### src/rtl/fetch_npc_unit.sv
// fetch_npc_unit: F-stage PC register, next-PC selection and F/D pipeline register.
// Branch/jump decisions use the instruction already in D, so the delay slot always executes.
module fetch_npc_unit #(
    parameter logic [31:0] PC_RESET  = 32'h0000_3000,
    parameter logic [31:0] NOP_INSTR = 32'h0000_0000
) (
    input  logic        clk,
    input  logic        reset,
    input  logic        stall,
    input  logic [31:0] im_instr,
    input  logic        cmp_true,
    input  logic [31:0] rs_fwd,
    output logic [31:0] pc_f,
    output logic [31:0] instr_d,
    output logic [31:0] pc_d,
    output logic [31:0] link_d,
    output logic        addr_err
);
    logic [31:0] pcf_q, pcf_d, instr_q, pcd_q;
    logic        err_q, err_d;
    logic [5:0]  op, func;
    logic [4:0]  rt;
    logic        is_br, is_j, is_jr;

    assign op    = instr_q[31:26];
    assign rt    = instr_q[20:16];
    assign func  = instr_q[5:0];
    assign is_br = op == 6'b000100 || (op == 6'b000001 && rt == 5'b10001);
    assign is_j  = op == 6'b000010 || op == 6'b000011;
    assign is_jr = op == 6'b000000 && (func == 6'b001000 || func == 6'b001001);

    // cmp_true only matters for conditional branches, so X on it elsewhere is masked
    always_comb begin
        pcf_d = is_br && cmp_true ? pcd_q + 32'd4 + {{14{instr_q[15]}}, instr_q[15:0], 2'b00}
              : is_j              ? {pcd_q[31:28], instr_q[25:0], 2'b00}
              : is_jr             ? {rs_fwd[31:2], 2'b00}
              :                     pcf_q + 32'd4;
        err_d = err_q | (is_jr && rs_fwd[1:0] != 2'b00);
    end

    always_ff @(posedge clk) begin
        if (!reset) begin
            pcf_q   <= PC_RESET;
            instr_q <= NOP_INSTR;
            pcd_q   <= PC_RESET;
            err_q   <= 1'b0;
        end else if (!stall) begin
            pcf_q   <= pcf_d;
            instr_q <= im_instr;
            pcd_q   <= pcf_q;
            err_q   <= err_d;
        end
    end

    assign pc_f     = pcf_q;
    assign instr_d  = instr_q;
    assign pc_d     = pcd_q;
    assign link_d   = pcd_q + 32'd8;
    assign addr_err = err_q;
endmodule

### config.mk
export PLATFORM = sky130hd
export DESIGN_NAME = fetch_npc_unit
export DESIGN_NICKNAME = d
export VERILOG_FILES = /design/src/rtl/fetch_npc_unit.sv
export SDC_FILE = /design/constraint.sdc
export NUM_CORES = 1
export LEC_CHECK = 0
export CORE_MARGIN = 4
export CORE_UTILIZATION = 54
export CTS_CLUSTER_SIZE = 24
export DETAILED_ROUTE_END_ITERATION = 12
export DONT_BUFFER_PORTS = 1
export GPL_TIMING_DRIVEN = 0
export PLACE_DENSITY = 0.72
export SYNTH_ARGS = -nofsm -noshare
export SYNTH_HDL_FRONTEND = slang
export SYNTH_SLANG_ARGS = --single-unit
export TNS_END_PERCENT = 5
### constraint.sdc
create_clock -name clk -period 4.7 [get_ports clk]
set_input_delay 0.94 -clock clk [delete_from_list [all_inputs] [get_ports clk]]
set_output_delay 0.94 -clock clk [all_outputs]
set_load 0.02 [all_outputs]
==> results.md, run 1 <==
Setup path:
- The signal on the critical path passes through and2_1 -> and4_1 -> and2_1 -> and3_1 -> clkbuf_1 -> nand3_1 -> nor2_1 -> nand3_1 -> xnor2_1.
- The setup path with the least slack is of type register to output port.
- The critical path capture point type is an output port.
- The worst-path maximum fanout is 6.
- The critical path buffer and inverter count is 1.
- For this run, the slowest stage of the critical path takes 0.54 ns.
- In this design, the largest share of critical-path delay is due to simple AND/OR/NAND/NOR gates.
- STA classifies the critical path startpoint as a register.
- For the worst setup path, the data required time is 3.76 ns.
- For the worst setup path, the data arrival time is 3.16 ns.
- The cell with the largest stage delay on the worst path is sky130_fd_sc_hd__dfxtp_1.

CTS:
- The cell at the root of the clock tree is sky130_fd_sc_hd__clkbuf_16.
- The number of buffers on the longest clock path is 2.
- The number of buffers inserted by hold repair at cts is 0.
- TritonCTS built the clock tree.
- The number of clock buffers added by TritonCTS is 9.
- The number of buffers added for setup after CTS is 0.
- The insertion delay of the later-clocked pin in the worst-skew pair is 0.36 ns.
- The clock slew seen by the registers of the worst setup and hold paths is 0.07 ns.
- The number of sinks driven by the clock tree is 97.
- The number of H-tree branching levels is 3.
- After clock tree synthesis, the repair step resized 0 gates.

Timing:
- The final max-slew violation count is 0.
- The slew of the pin with the lowest slew margin is 1.04 ns.
- The upper clock frequency limit is 244 MHz.
- The normalized max-slew margin is 30.6%.
- The number of failing hold endpoints at the final stage is 0.
- Setup repair after global routing left no endpoint under its margin.
- The total negative setup slack is 0 ns.
- Setup violations remaining at the end of the flow were counted as 0.
- The worst path uses 87.3% of the clock period.
- The time the worst path needs with I/O delays and setup is 4.10 ns.
- The maximum clock skew at final layout is 0.00892 ns.

Detailed routing:
- The final route contains 6920 vias.
- The final routed DRC violation total is 0.
- Using the TritonRoute via totals, the vias-per-cell ratio works out to 6.45.
- The remaining antenna violation count is 0.
- The detailed-routing iteration count for the pre-antenna-repair pass is 5.
- The number of DRC markers in iteration 0 is 772.
- Summed over all layers, the routed wires come to 23.7 mm.
- Dividing the detail-routed wire length by the instance count gives 22.1 um.

Synth:
- The synthesized area is 7140 um^2.
- The post-synth net total is 1012.
- The Yosys step of the flow raised 0 warnings.
- The synthesized design spends more area on one cell type than any other, namely sky130_fd_sc_hd__dfxtp_1.
- In this run, synthesis produced a sequential element count of 97.
- The async set or reset register ratio after synthesis is 0%.
- The number of instances in the synthesized netlist is 884.
- The most used flip-flop cell after synthesis is sky130_fd_sc_hd__dfxtp_1.
- After synthesis, flip-flops and latches occupy 27.2% of the total area.
- In the post-synthesis netlist, the biggest area contributors are sky130_fd_sc_hd__dfxtp_1 (27%), sky130_fd_sc_hd__ha_1 (10%), sky130_fd_sc_hd__mux2i_1 (9.0%).
- Counting flops with a built-in enable in the synthesized netlist gives 0.
- The count of distinct cell types in the synthesized netlist is 61.
- In this run the mean area of a mapped cell was 8.08 um^2.
- The synthesized design devotes to its leading area cell type 27.2% of total area.

Global routing:
- The initial antenna violation count is 2.
- The maximum number of pins on one net before global-route repair is 19.
- The global-route congestion overflow total is 0.
- The first global-routing pass estimated 35.4 mm of wire.
- Global routing used 30.4% of the available tracks across all layers.
- The via count of the first global-routing pass was 6431.

Placed design:
- Detailed placement finished with a half-perimeter wire length of 18.1 mm.
- During placement, the flow inserted port buffers numbering 0.
- The congestion estimate from routability-driven global placement came to 0.942.

Run:
- The tool flagged a number of max-cap violations equal to 0.

Status:
- The flow ran to the end, and the final reports show no timing, DRC or antenna violations.

Floorplan:
- The overall die width is 123 um.
- After floorplanning, the core was divided into 41 placement rows.
- The number of top-level pins is 197.
- The initial core utilization is 55.9%.
- The die covers 15100 um^2.
- The core area is 12800 um^2.
- The y dimension of the die is 123 um.

Pwr:
- The power density over the cells is 273 nW/um^2.
- The design draws 2.09 mW.
- The worst IR drop on VDD is 0.365 mV.
- Summed over all cells, the static leakage comes to 3.31 nW.

Finish:
- The final net count is 1023.
- The synthesis-to-finish area growth is 7.13%.
- Of the cells placed in the final design, the portion with a size suffix greater than 1 is 4.22%.

Worst hold path:
- In this run the worst hold path is classified as register to register.
-- registers in the layout (all words and copies together) (netlist names) --
| signal | flops |
|---|---|
| addr_err | 1 |
| instr_d | 32 |
| pc_d | 32 |
| pc_f | 32 |
-- cell usage in the layout, fill, tap and decap left out, drive strengths merged, types with 4 or more instances in the layout --
cell,instances
o21bai,5
nand3,36
clkbuf,50
a211o,4
nor2,122
or3,5
o31ai,4
a311oi,7
xor2,19
and3,25
o21ai,35
a21o,16
nor3,17
nand4,13
a211oi,27
nand2,64
a31oi,9
o21a,4
a221oi,8
a21oi,57
o22ai,7
inv,16
and2,10
buf,10
o211ai,7
dfxtp,97
ha,59
nor4,5
xnor2,54
mux2i,64
-- power by group --
group          internal (mW)  switching, mW  leakage [nW]
registers              0.864          0.135         0.794
clock network          0.391          0.349         0.142
logic                  0.137          0.216          2.38
total                   1.39          0.700          3.31
-- cell usage after synthesis (4+ instances only) --
| library cell | instances |
|---|---|
| sky130_fd_sc_hd__dfxtp_1 | 97 |
| sky130_fd_sc_hd__nor4_1 | 4 |
| sky130_fd_sc_hd__o21ai_0 | 34 |
| sky130_fd_sc_hd__nand4_1 | 12 |
| sky130_fd_sc_hd__nand2_1 | 64 |
| sky130_fd_sc_hd__xor2_1 | 19 |
| sky130_fd_sc_hd__a221oi_1 | 8 |
| sky130_fd_sc_hd__a31oi_1 | 9 |
| sky130_fd_sc_hd__a21oi_1 | 57 |
| sky130_fd_sc_hd__o211ai_1 | 7 |
| sky130_fd_sc_hd__buf_2 | 6 |
| sky130_fd_sc_hd__a211o_1 | 4 |
| sky130_fd_sc_hd__inv_1 | 14 |
| sky130_fd_sc_hd__o21bai_1 | 5 |
| sky130_fd_sc_hd__o22ai_1 | 7 |
| sky130_fd_sc_hd__a311oi_1 | 7 |
| sky130_fd_sc_hd__nor3_1 | 16 |
| sky130_fd_sc_hd__nor2_1 | 121 |
| sky130_fd_sc_hd__xnor2_1 | 54 |
| sky130_fd_sc_hd__a21o_1 | 16 |
| sky130_fd_sc_hd__nand3_1 | 36 |
| sky130_fd_sc_hd__clkbuf_1 | 37 |
| sky130_fd_sc_hd__and3_1 | 25 |
| sky130_fd_sc_hd__and2_1 | 9 |
| sky130_fd_sc_hd__ha_1 | 59 |
| sky130_fd_sc_hd__o21a_1 | 4 |
| sky130_fd_sc_hd__o31ai_1 | 4 |
| sky130_fd_sc_hd__mux2i_1 | 64 |
| sky130_fd_sc_hd__a211oi_1 | 27 |
-- worst paths after layout --
| kind | start | to | slack (ns) | depth (start not counted) |
|---|---|---|---|---|
| worst max-delay path | pc_d[5] | link_d[31] | 0.60 | 9 |
| worst min-delay path | addr_err | addr_err | 0.62 | 2 |
| worst max register to register | pc_d[3] | pc_f[29] | 0.84 | 11 |
| worst min register to register | addr_err | addr_err | 0.62 | 2 |
-- logic make-up after synthesis --
group                      Yosys count  share of synthesized area [%]
adders and majority gates           60                           10.6
DFF                                 97                           27.2
buffers and inverters               64                           3.66
AOI/OAI and AO/OA                  214                           19.8
xor gates and xnor gates            73                           8.95
and+or+nand+nor                    312                           20.8
muxes                               64                           8.97
-- per-layer routing --
| metal | GRT usage, % | wire length [um] | vias to the layer above |
|---|---|---|---|
| met5 | 0 | 12 | - |
| met2 | 51.2 | 11400 | 335 |
| met3 | 9.10 | 2190 | 60 |
| met4 | 8.37 | 633 | 2 |
| li1 | - | - | 3245 |
| met1 | 37.8 | 9470 | 3278 |
-- area by class of cell --
class | count | area [um^2]
diodes | 1 | 2.50
fillers | 1191 | 5120
flip-flops and latches | 97 | 1940
clock buffers | 11 | 253
plain buffers | 49 | 205
well taps | 172 | 215
multi-input cells | 723 | 4940
inverters | 15 | 56.3
clock inverters | 5 | 38.8
-- worst reg2reg max path: stages (launching register included) --
cell	delay [ns]
sky130_fd_sc_hd__dfxtp_1	0.62
sky130_fd_sc_hd__ha_1	0.33
sky130_fd_sc_hd__ha_1	0.23
sky130_fd_sc_hd__fa_1	0.41
sky130_fd_sc_hd__a21o_1	0.21
sky130_fd_sc_hd__a311oi_1	0.50
sky130_fd_sc_hd__nor3_1	0.14
sky130_fd_sc_hd__a211oi_1	0.58
sky130_fd_sc_hd__o21a_1	0.21
sky130_fd_sc_hd__a311o_1	0.19
sky130_fd_sc_hd__xor2_1	0.22
sky130_fd_sc_hd__a21oi_1	0.10
-- through the flow --
stage               area (um^2)  util [%]  worst slack [ns]  std cells  hold WS [ns]
floorplan                  7140         -              1.53        884         0.555
global placement           7360      57.6             0.981       1056         0.581
detailed placement         7360      57.6             0.956       1056         0.598
CTS                        7650      59.9             0.568       1072         0.611
global route               7650      59.9             0.352       1072         0.662
finish                     7650      59.9             0.599       1073         0.616
No activity file was read; power rests on OpenSTA's default activity.
==> inputs of run 2 (changes only) <==
ABC_AREA = 1   (was unset)
ABC_CLOCK_PERIOD_IN_PS = 4700   (was unset)
==> run 2 against run 1 <==
Against the previous run:
- maximum frequency increased by 0.62%
- register-to-register slack better by 0.85 ns
- first-iteration DRC count up 43%
==> results.md, run 2 <==
Floorplan:
- The y dimension of the die came to 133 um (+7.8%).
- The initial core utilization is 55.2% (-0.78 points).
- The core area came to 15200 um^2 (+19%).
- The floorplan row count is 45 (+9.8%).
- The number of top-level pins came to 197 (unchanged).
- The overall die width is 133 um (+7.8%).
- The die footprint came to 17600 um^2 (+16%).

Placed design:
- The number of I/O port buffers is 0 (unchanged).
- The worst setup slack before clock tree synthesis is 1.11 ns (+0.150 ns).
- The post-placement cell area is 8620 um^2 (+17%).
- The weighted congestion reported at the end of routability-driven placement is 1.04 (+11%).
- The estimated wirelength of the detail-placed design came to 26.8 mm (+48%).
- The placed cell count is 1606 (+52%).

Timing:
- The time the worst path needs with I/O delays and setup is 4.08 ns (-0.0253 ns).
- The total negative setup slack is 0 ns (unchanged).
- The maximum clock skew at final layout was 0.0139 ns (+0.00499 ns).
- The slew of the pin with the lowest slew margin is 1.25 ns (+0.206 ns).
- The normalized max-slew margin is 16.2% (-14 points).
- The number of failing hold endpoints at the final stage came to 0 (unchanged).
- Setup repair after global routing left no endpoint under its margin.
- The ratio of final minimum period to clock period is 86.7% (-0.54 points).
- The final count of negative-setup-slack endpoints is 0 (unchanged).
- The upper clock frequency limit is 245 MHz (+0.62%).
- The post-layout worst setup margin is 0.624 ns (+0.0253 ns).
- The final max-slew violation count was 0 (unchanged).

Synth:
- In the synthesized netlist the dominant register cell turns out to be sky130_fd_sc_hd__dfxtp_1.
- Counting instances in the post-synthesis netlist gives the leading cell types as sky130_fd_sc_hd__nand2_1 (438), sky130_fd_sc_hd__nor2_1 (179), sky130_fd_sc_hd__inv_1 (150).
- The synthesis warning total is 0 (unchanged).
- The post-synth net total was 1546 (+53%).
- The sequential fraction of the synthesis area came to 23.2% (-4.0 points).
- The count of distinct cell types in the synthesized netlist was 35 (-43%).
- The number of instances in the synthesized netlist is 1418 (+60%).
- The synthesized area came to 8380 um^2 (+17%).
- The number of flops mapped to enable cells by yosys is 0 (unchanged).
- Summed over all instances, the cell type with the most area after synthesis is sky130_fd_sc_hd__dfxtp_1.
- The most frequent cell after synthesis is sky130_fd_sc_hd__nand2_1.
- The post-synthesis register bit count is 97 (unchanged).
- The async set or reset register ratio after synthesis came to 0% (unchanged).
- The synthesized area per cell is 5.91 um^2 (-27%).
- Ranked by total cell area, the synthesized netlist is headed by sky130_fd_sc_hd__dfxtp_1 (23%), sky130_fd_sc_hd__nand2_1 (20%), sky130_fd_sc_hd__ha_1 (8.8%).
- The share of Yosys cell area claimed by the top area cell type came to 23.2% (-4.0 points).

Global routing:
- The global-route met3 utilization is 8.40% (-0.70 points).
- The fraction of met2 tracks used by global routing was 59.0% (+7.8 points).
- The global router's overall resource usage was 36.9% (+6.5 points).
- The routing usage on met1 was 49.0% (+11 points).
- The via count of the first global-routing pass is 8559 (+33%).
- The global routing stage identified its most utilized layer as met2.
- The maximum number of pins on one net before global-route repair came to 20 (+1).
- The global-route wire length before repair is 50.3 mm (+42%).
- The initial antenna violation count is 0 (-2).
- The global-route congestion overflow total is 0 (unchanged).

Detailed routing:
- The number of DRC markers in iteration 0 is 1102 (+43%).
- The remaining antenna violation count is 0 (unchanged).
- The ratio of routed vias to standard cells is 5.92 (-8.2%).
- The final routed DRC violation total is 0 (unchanged).
- The detailed-routing iteration count for the pre-antenna-repair pass is 5 (unchanged).
- The detailed-route wire length per cell is 20.7 um (-6.7%).
- The overall routed net length is 33.5 mm (+41%).
- The via count was 9607 (+39%).

CTS:
- The number of buffers added for setup after CTS is 0 (unchanged).
- The number of buffers on the longest clock path is 2 (unchanged).
- The number of resized instances in the post-cts repair step is 0 (unchanged).
- TritonCTS built the clock tree.
- The total clock buffers created by CTS was 9 (unchanged).
- The number of buffers inserted by hold repair at cts is 0 (unchanged).
- The number of H-tree branching levels is 3 (unchanged).
- The cell at the root of the clock tree is sky130_fd_sc_hd__clkbuf_16.
- The insertion delay of the later-clocked pin in the worst-skew pair is 0.36 ns (about the same).
- The clock slew seen by the registers of the worst setup and hold paths is 0.08 ns (about the same).
- The number of sinks driven by the clock tree is 97 (unchanged).

Finish:
- The final net count is 1557 (+52%).
- The library cells used most frequently in the layout, excluding fill and tap cells, are sky130_fd_sc_hd__nand2_1 (438), sky130_fd_sc_hd__nor2_1 (179), sky130_fd_sc_hd__inv_1 (150).
- The count of antenna diodes in the layout is 0 (-1).
- Leaving out fill and tap cells, the most frequent cell in the layout is sky130_fd_sc_hd__nand2_1.
- The count of placed standard cells in the final layout, fillers left out is 1622 (+51%).
- The area growth from synthesis to layout is 6.31%.
- The final design area excluding fillers is 8910 um^2 (+16%).
- The utilization after layout came to 58.6% (-1.3 points).
- The proportion of layout cells with a drive suffix above 1 is 5.93% (+1.7 points).

Pwr:
- The power density over the cells was 269 nW/um^2 (-1.7%).
- The standby leakage power is 4.46 nW (+35%).
- The worst IR drop on VDD is 0.249 mV (-32%).

Setup path:
- The launch point of the worst path is pc_d[4].
- The origin of the critical flop-to-flop path is pc_d[12].
- The worst-path maximum fanout is 5 (-1).
- The category of the worst setup path launch point is a register.
- The largest individual stage delay along the critical path comes from the cell sky130_fd_sc_hd__nor4_1.
- The data required time at the worst endpoint is 3.76 ns (about the same).
- The worst setup path is captured at an output port.
- The dominant delay contributor by cell family on the critical path is simple AND/OR/NAND/NOR gates.
- The delay contributed by the slowest stage of the critical path came to 1.06 ns (+0.52 ns).
- The critical path buffer and inverter count is 0 (-1).
- The critical path class is register to output port.
- The signal on the critical path passes through ha_1 -> nand3_1 -> nor4_1 -> nand4_1 -> xor2_1.
- The critical path arrival is 3.14 ns (-0.02 ns).

Run:
- The count of max-cap constraint violations is 0 (unchanged).

Worst hold path:
- The path class of the tightest hold or removal check is register to register.
- The launch point of the worst hold path is instr_d[30].

Status:
- The run finished with clean final reports.
==> run 2: report_power, final <==
| part | switching (mW) | leakage [nW] | total (mW) | internal, mW |
|---|---|---|---|---|
| Sequential | 0.200 | 0.803 | 1.08 | 0.878 |
| Combinational | 0.376 | 3.52 | 0.557 | 0.181 |
| Clock | 0.385 | 0.143 | 0.760 | 0.375 |
==> run 2: worst min-delay path, delay by kind of cell (launching register included) <==
kind / cells / cell delay (ns)
buffers and inverters: 1 / 0.08
flip-flops: 1 / 0.39
AO/OA/AOI/OAI: 1 / 0.06
==> run 2: layout make-up <==
cell class                      instances  area, um^2
Fill cell                            1606        6290
Multi-Input combinational cell       1104        5580
Sequential cell                        97        1940
Inverter                              170         638
Tap cell                              188         235
Clock buffer                            9         225
Buffer                                 47         224
Clock inverter                          7        68.8
==> run 2: per-layer routing <==
metal,vias to the layer above,wire [um]
met1,4398,13600
met5,-,0
met3,76,3760
met2,571,14900
li1,4562,-
met4,0,1170
==> run 2: cell families (layout without fill, tap and decap cells) <==
group / after synthesis / after routing / share of synthesized area [%]
AOI/OAI and AO/OA: 218 / 218 / 13.2
and+or+nand+nor: 781 / 781 / 39.6
DFF: 97 / 97 / 23.2
xor gates and xnor gates: 45 / 45 / 4.70
buffers and inverters: 217 / 233 / 10.3
adders and majority gates: 60 / 60 / 9.04
==> run 2: worst paths after layout <==
| path | depth (start not counted) | slack (ns) | to |
|---|---|---|---|
| setup / recovery | 5 | 0.62 | link_d[31] |
| hold / removal | 2 | 0.58 | instr_d[30] |
| setup reg to reg | 10 | 1.69 | pc_f[23] |
| hold reg to reg | 2 | 0.58 | instr_d[30] |
==> run 2: per-stage QoR <==
| stage | power, mW | hold WS, ns |
|---|---|---|
| floorplan | 1.45 | 0.537 |
| global placement | 1.63 | 0.563 |
| detailed placement | 1.64 | 0.568 |
| CTS | 2.38 | 0.579 |
| global route | 2.49 | 0.601 |
| finish | 2.40 | 0.577 |
==> inputs of run 3 (changes only) <==
MAX_ROUTING_LAYER = met4   (was unset)
RECOVER_POWER = 25   (was unset)
==> run 3 against run 2 <==
Against the previous run:
- sequential share of layout area about the same
- register-to-register slack worse by 0.05 ns
- global-route usage up 0.79 points
- wire length down 0.77%
- utilization up 0.12 points
- first-iteration DRC count down 9.1%
- clock skew down 0.0037 ns
- hold slack worse by 0.0072 ns
- total power up 1.1%
- sequential cell count unchanged
- via count down 2.3%
- maximum frequency down 2.7%
==> results.md, run 3 (synthesis gave the netlist of run 2 again) <==
Setup path:
- The critical path arrival is 3.25 ns (+0.11 ns).
- The cell count of the worst reg-to-reg path came to 10 (unchanged).
- In this design, the largest share of critical-path delay is due to simple AND/OR/NAND/NOR gates.
- The data required time at the worst endpoint came to 3.76 ns (about the same).
- The critical path goes through ha_1 -> nand3_1 -> nor4_1 -> nand4_1 -> xor2_1.
- The most critical setup path has its startpoint at pc_d[4].
- The cell with the largest stage delay on the worst path is sky130_fd_sc_hd__nor4_1.
- The critical path buffer and inverter count came to 0 (unchanged).
- The critical path capture point type is an output port.
- The count of cell instances traversed by the critical path is 5 (unchanged).
- The delay contributed by the slowest stage of the critical path was 1.09 ns (+0.03 ns).
- The worst-path maximum fanout was 5 (unchanged).
- The origin of the critical flop-to-flop path is instr_d[15].
- The critical path class is register to output port.
- The register-to-register path setup slack is 1.64 ns (-0.05 ns).
- The endpoint identified for the worst register-to-register timing path is pc_f[25].
- The category of the worst setup path launch point is a register.
- The endpoint of the most critical setup path is link_d[31].

Placed design:
- The estimated wirelength of the detail-placed design came to 26.7 mm (-0.44%).
- The number of I/O port buffers is 0 (unchanged).
- The weighted congestion reported at the end of routability-driven placement is 1.01 (-2.6%).
- The placed cell count is 1606 (unchanged).

Floorplan:
- The floorplan row count came to 45 (unchanged).
- The overall die width was 133 um (unchanged).
- The y dimension of the die is 133 um (unchanged).
- The number of top-level pins was 197 (unchanged).
- The initial core utilization was 55.2% (unchanged).
- The core area came to 15200 um^2 (unchanged).
- The die footprint was 17600 um^2 (unchanged).

Status:
- The run finished with clean final reports.

Detailed routing:
- The routed wire length on met2 is 14.7 mm (-1.8%).
- The detailed-routing iteration count for the pre-antenna-repair pass is 6 (+1).
- The overall routed net length is 33.2 mm (-0.77%).
- The wire length on met1 was 13.3 mm (-2.3%).
- The uppermost metal layer occupied by signal nets is met4.
- The remaining antenna violation count is 0 (unchanged).
- The number of DRC markers in iteration 0 is 1002 (-9.1%).
- The met3 wire length is 3.82 mm (+1.6%).
- The final routed DRC violation total came to 0 (unchanged).
- The ratio of routed vias to standard cells is 5.78 (-2.4%).
- The via count came to 9389 (-2.3%).
- The detailed-route wire length per cell is 20.5 um (-0.95%).

Timing:
- The number of failing hold endpoints at the final stage was 0 (unchanged).
- The maximum clock skew at final layout is 0.0102 ns (-0.00369 ns).
- The total negative setup slack is 0 ns (unchanged).
- The ratio of final minimum period to clock period is 89.2% (+2.4 points).
- The normalized max-slew margin is 13.2% (-3.0 points).
- The slew of the pin with the lowest slew margin was 1.29 ns (+0.0451 ns).
- The worst hold slack is 0.570 ns (-0.00718 ns).
- Setup repair after global routing left no endpoint under its margin.
- The final max-slew violation count is 0 (unchanged).
- The final count of negative-setup-slack endpoints was 0 (unchanged).
- The time the worst path needs with I/O delays and setup is 4.19 ns (+0.114 ns).
- The upper clock frequency limit is 239 MHz (-2.7%).

CTS:
- The number of buffers on the longest clock path is 2 (unchanged).
- The total clock buffers created by CTS came to 9 (unchanged).
- The insertion delay of the later-clocked pin in the worst-skew pair is 0.36 ns (about the same).
- The number of sinks driven by the clock tree is 97 (unchanged).
- The number of buffers inserted by hold repair at cts was 0 (unchanged).
- The number of resized instances in the post-cts repair step was 0 (unchanged).
- The number of H-tree branching levels is 3 (unchanged).
- The clock slew seen by the registers of the worst setup and hold paths is 0.08 ns (about the same).
- The number of buffers added for setup after CTS is 0 (unchanged).
- TritonCTS built the clock tree.
- The cell sitting at the root of the clock tree is a sky130_fd_sc_hd__clkbuf_16.

Run:
- The count of max-cap constraint violations is 0 (unchanged).

Pwr:
- The internal portion of total power is 1.48 mW (+3.3%).
- The clock network fraction of design power is 32.6% (+0.9 points).
- The worst IR drop on VDD is 0.282 mV (+13%).
- The switching power is 0.939 mW (-2.3%).
- The proportion of power drawn by flip-flops and latches came to 44.3% (-0.7 points).
- The switching share of power is 38.8% (-1.3 points).
- The proportion of power drawn by combinational gates was 23.1% (about the same).
- The power density over the cells is 271 nW/um^2 (+0.87%).
- The standby leakage power is 4.47 nW (about the same).
- The sum of internal, switching and leakage power came to 2.42 mW (+1.1%).

Worst hold path:
- In this run the worst hold path is classified as register to register.

Global routing:
- The maximum number of pins on one net before global-route repair came to 19 (-5.0%).
- The via count of the first global-routing pass was 8365 (-2.3%).
- The global-route congestion overflow total is 0 (unchanged).
- The initial antenna violation count is 1 (+1).
- The global-route wire length before repair came to 49.6 mm (-1.4%).
- The global router's overall resource usage is 37.6% (+0.79 points).

Finish:
- Compared with the post-synthesis result, the final layout area differs by 6.52%.
- The number of fill cells in the layout was 1611 (+0.31%).
- The count of placed standard cells in the final layout, fillers left out is 1625 (+0.18%).
- The library cell used most frequently in the layout, excluding fill and tap cells, is sky130_fd_sc_hd__nand2_1.
- Leaving out fill and tap cells, the most frequent cells in the layout are sky130_fd_sc_hd__nand2_1 (438), sky130_fd_sc_hd__nor2_1 (179), sky130_fd_sc_hd__inv_1 (150).
- The proportion of layout cells with a drive suffix above 1 is 5.86% (-0.070 points).
- The final net count came to 1557 (unchanged).
- The utilization after layout is 58.7% (+0.12 points).
run 3: cell types whose count changed in the layout (fill, tap and decap cells not counted), sizes merged:
cell / previous run / this run
clkinv: 4 / 3
bufinv: 0 / 1
clkbuf: 38 / 39
diode: 0 / 3
inv: 172 / 171
run 3: worst min path at each step:
stage / start / cells after the start / end / slack (ns)
final: instr_d[30] / 2 / instr_d[30] / 0.57
after CTS: instr_d[30] / 2 / instr_d[30] / 0.57
after floorplan: instr_d[31] / 2 / instr_d[31] / 0.54
after global routing: instr_d[30] / 2 / instr_d[30] / 0.60
after detailed placement: instr_d[30] / 2 / instr_d[30] / 0.57
after global placement: instr_d[30] / 2 / instr_d[30] / 0.56
run 3: through the flow:
| step | worst slack, ns | cell area (um^2) |
|---|---|---|
| 6_report | 0.510 | 8930 |
| 5_1_grt | 0.532 | 8930 |
| 4_1_cts | 0.711 | 8920 |
| 3_5_place_dp | 1.10 | 8620 |
| 3_3_place_gp | 1.11 | 8620 |
| 2_1_floorplan | 1.84 | 8380 |
run 3: power by group through the flow:
stage	sequential (mW)	combinational, mW	clock (mW)
finish	1.07	0.558	0.790
global route	1.08	0.623	0.810
CTS	1.07	0.549	0.787
detailed placement	1.09	0.545	0
global placement	1.09	0.538	0
floorplan	1.03	0.411	0
run 3: layout make-up:
type | instances | area (um^2) | share of cell area [%]
multi-input combinational | 1104 | 5580 | 62.5
sequential | 97 | 1940 | 21.7
inverter | 170 | 638 | 7.14
tap | 188 | 235 | 2.63
clock buffer | 10 | 229 | 2.56
buffer | 47 | 224 | 2.51
clock inverter | 6 | 75.1 | 0.841
antenna | 3 | 7.51 | 0.0841
run 3: worst register-to-register path, cell delays in order (launching register included):
cell and delay [ns]:
sky130_fd_sc_hd__dfxtp_1 0.99, sky130_fd_sc_hd__ha_1 0.39, sky130_fd_sc_hd__ha_1 0.42, sky130_fd_sc_hd__nand2_1 0.14, sky130_fd_sc_hd__nor2_1 0.28, sky130_fd_sc_hd__nand2_1 0.12
sky130_fd_sc_hd__nor2_1 0.12, sky130_fd_sc_hd__nand2_1 0.10, sky130_fd_sc_hd__nand4_1 0.11, sky130_fd_sc_hd__nand3_1 0.16, sky130_fd_sc_hd__a21oi_1 0.18
run 3: routing by layer:
metal | vias to the layer above | GRT usage (%)
li1 | 4557 | -
met4 | 0 | 16.5
met2 | 515 | 56.9
met3 | 90 | 10.5
met5 | - | -
met1 | 4227 | 47.0
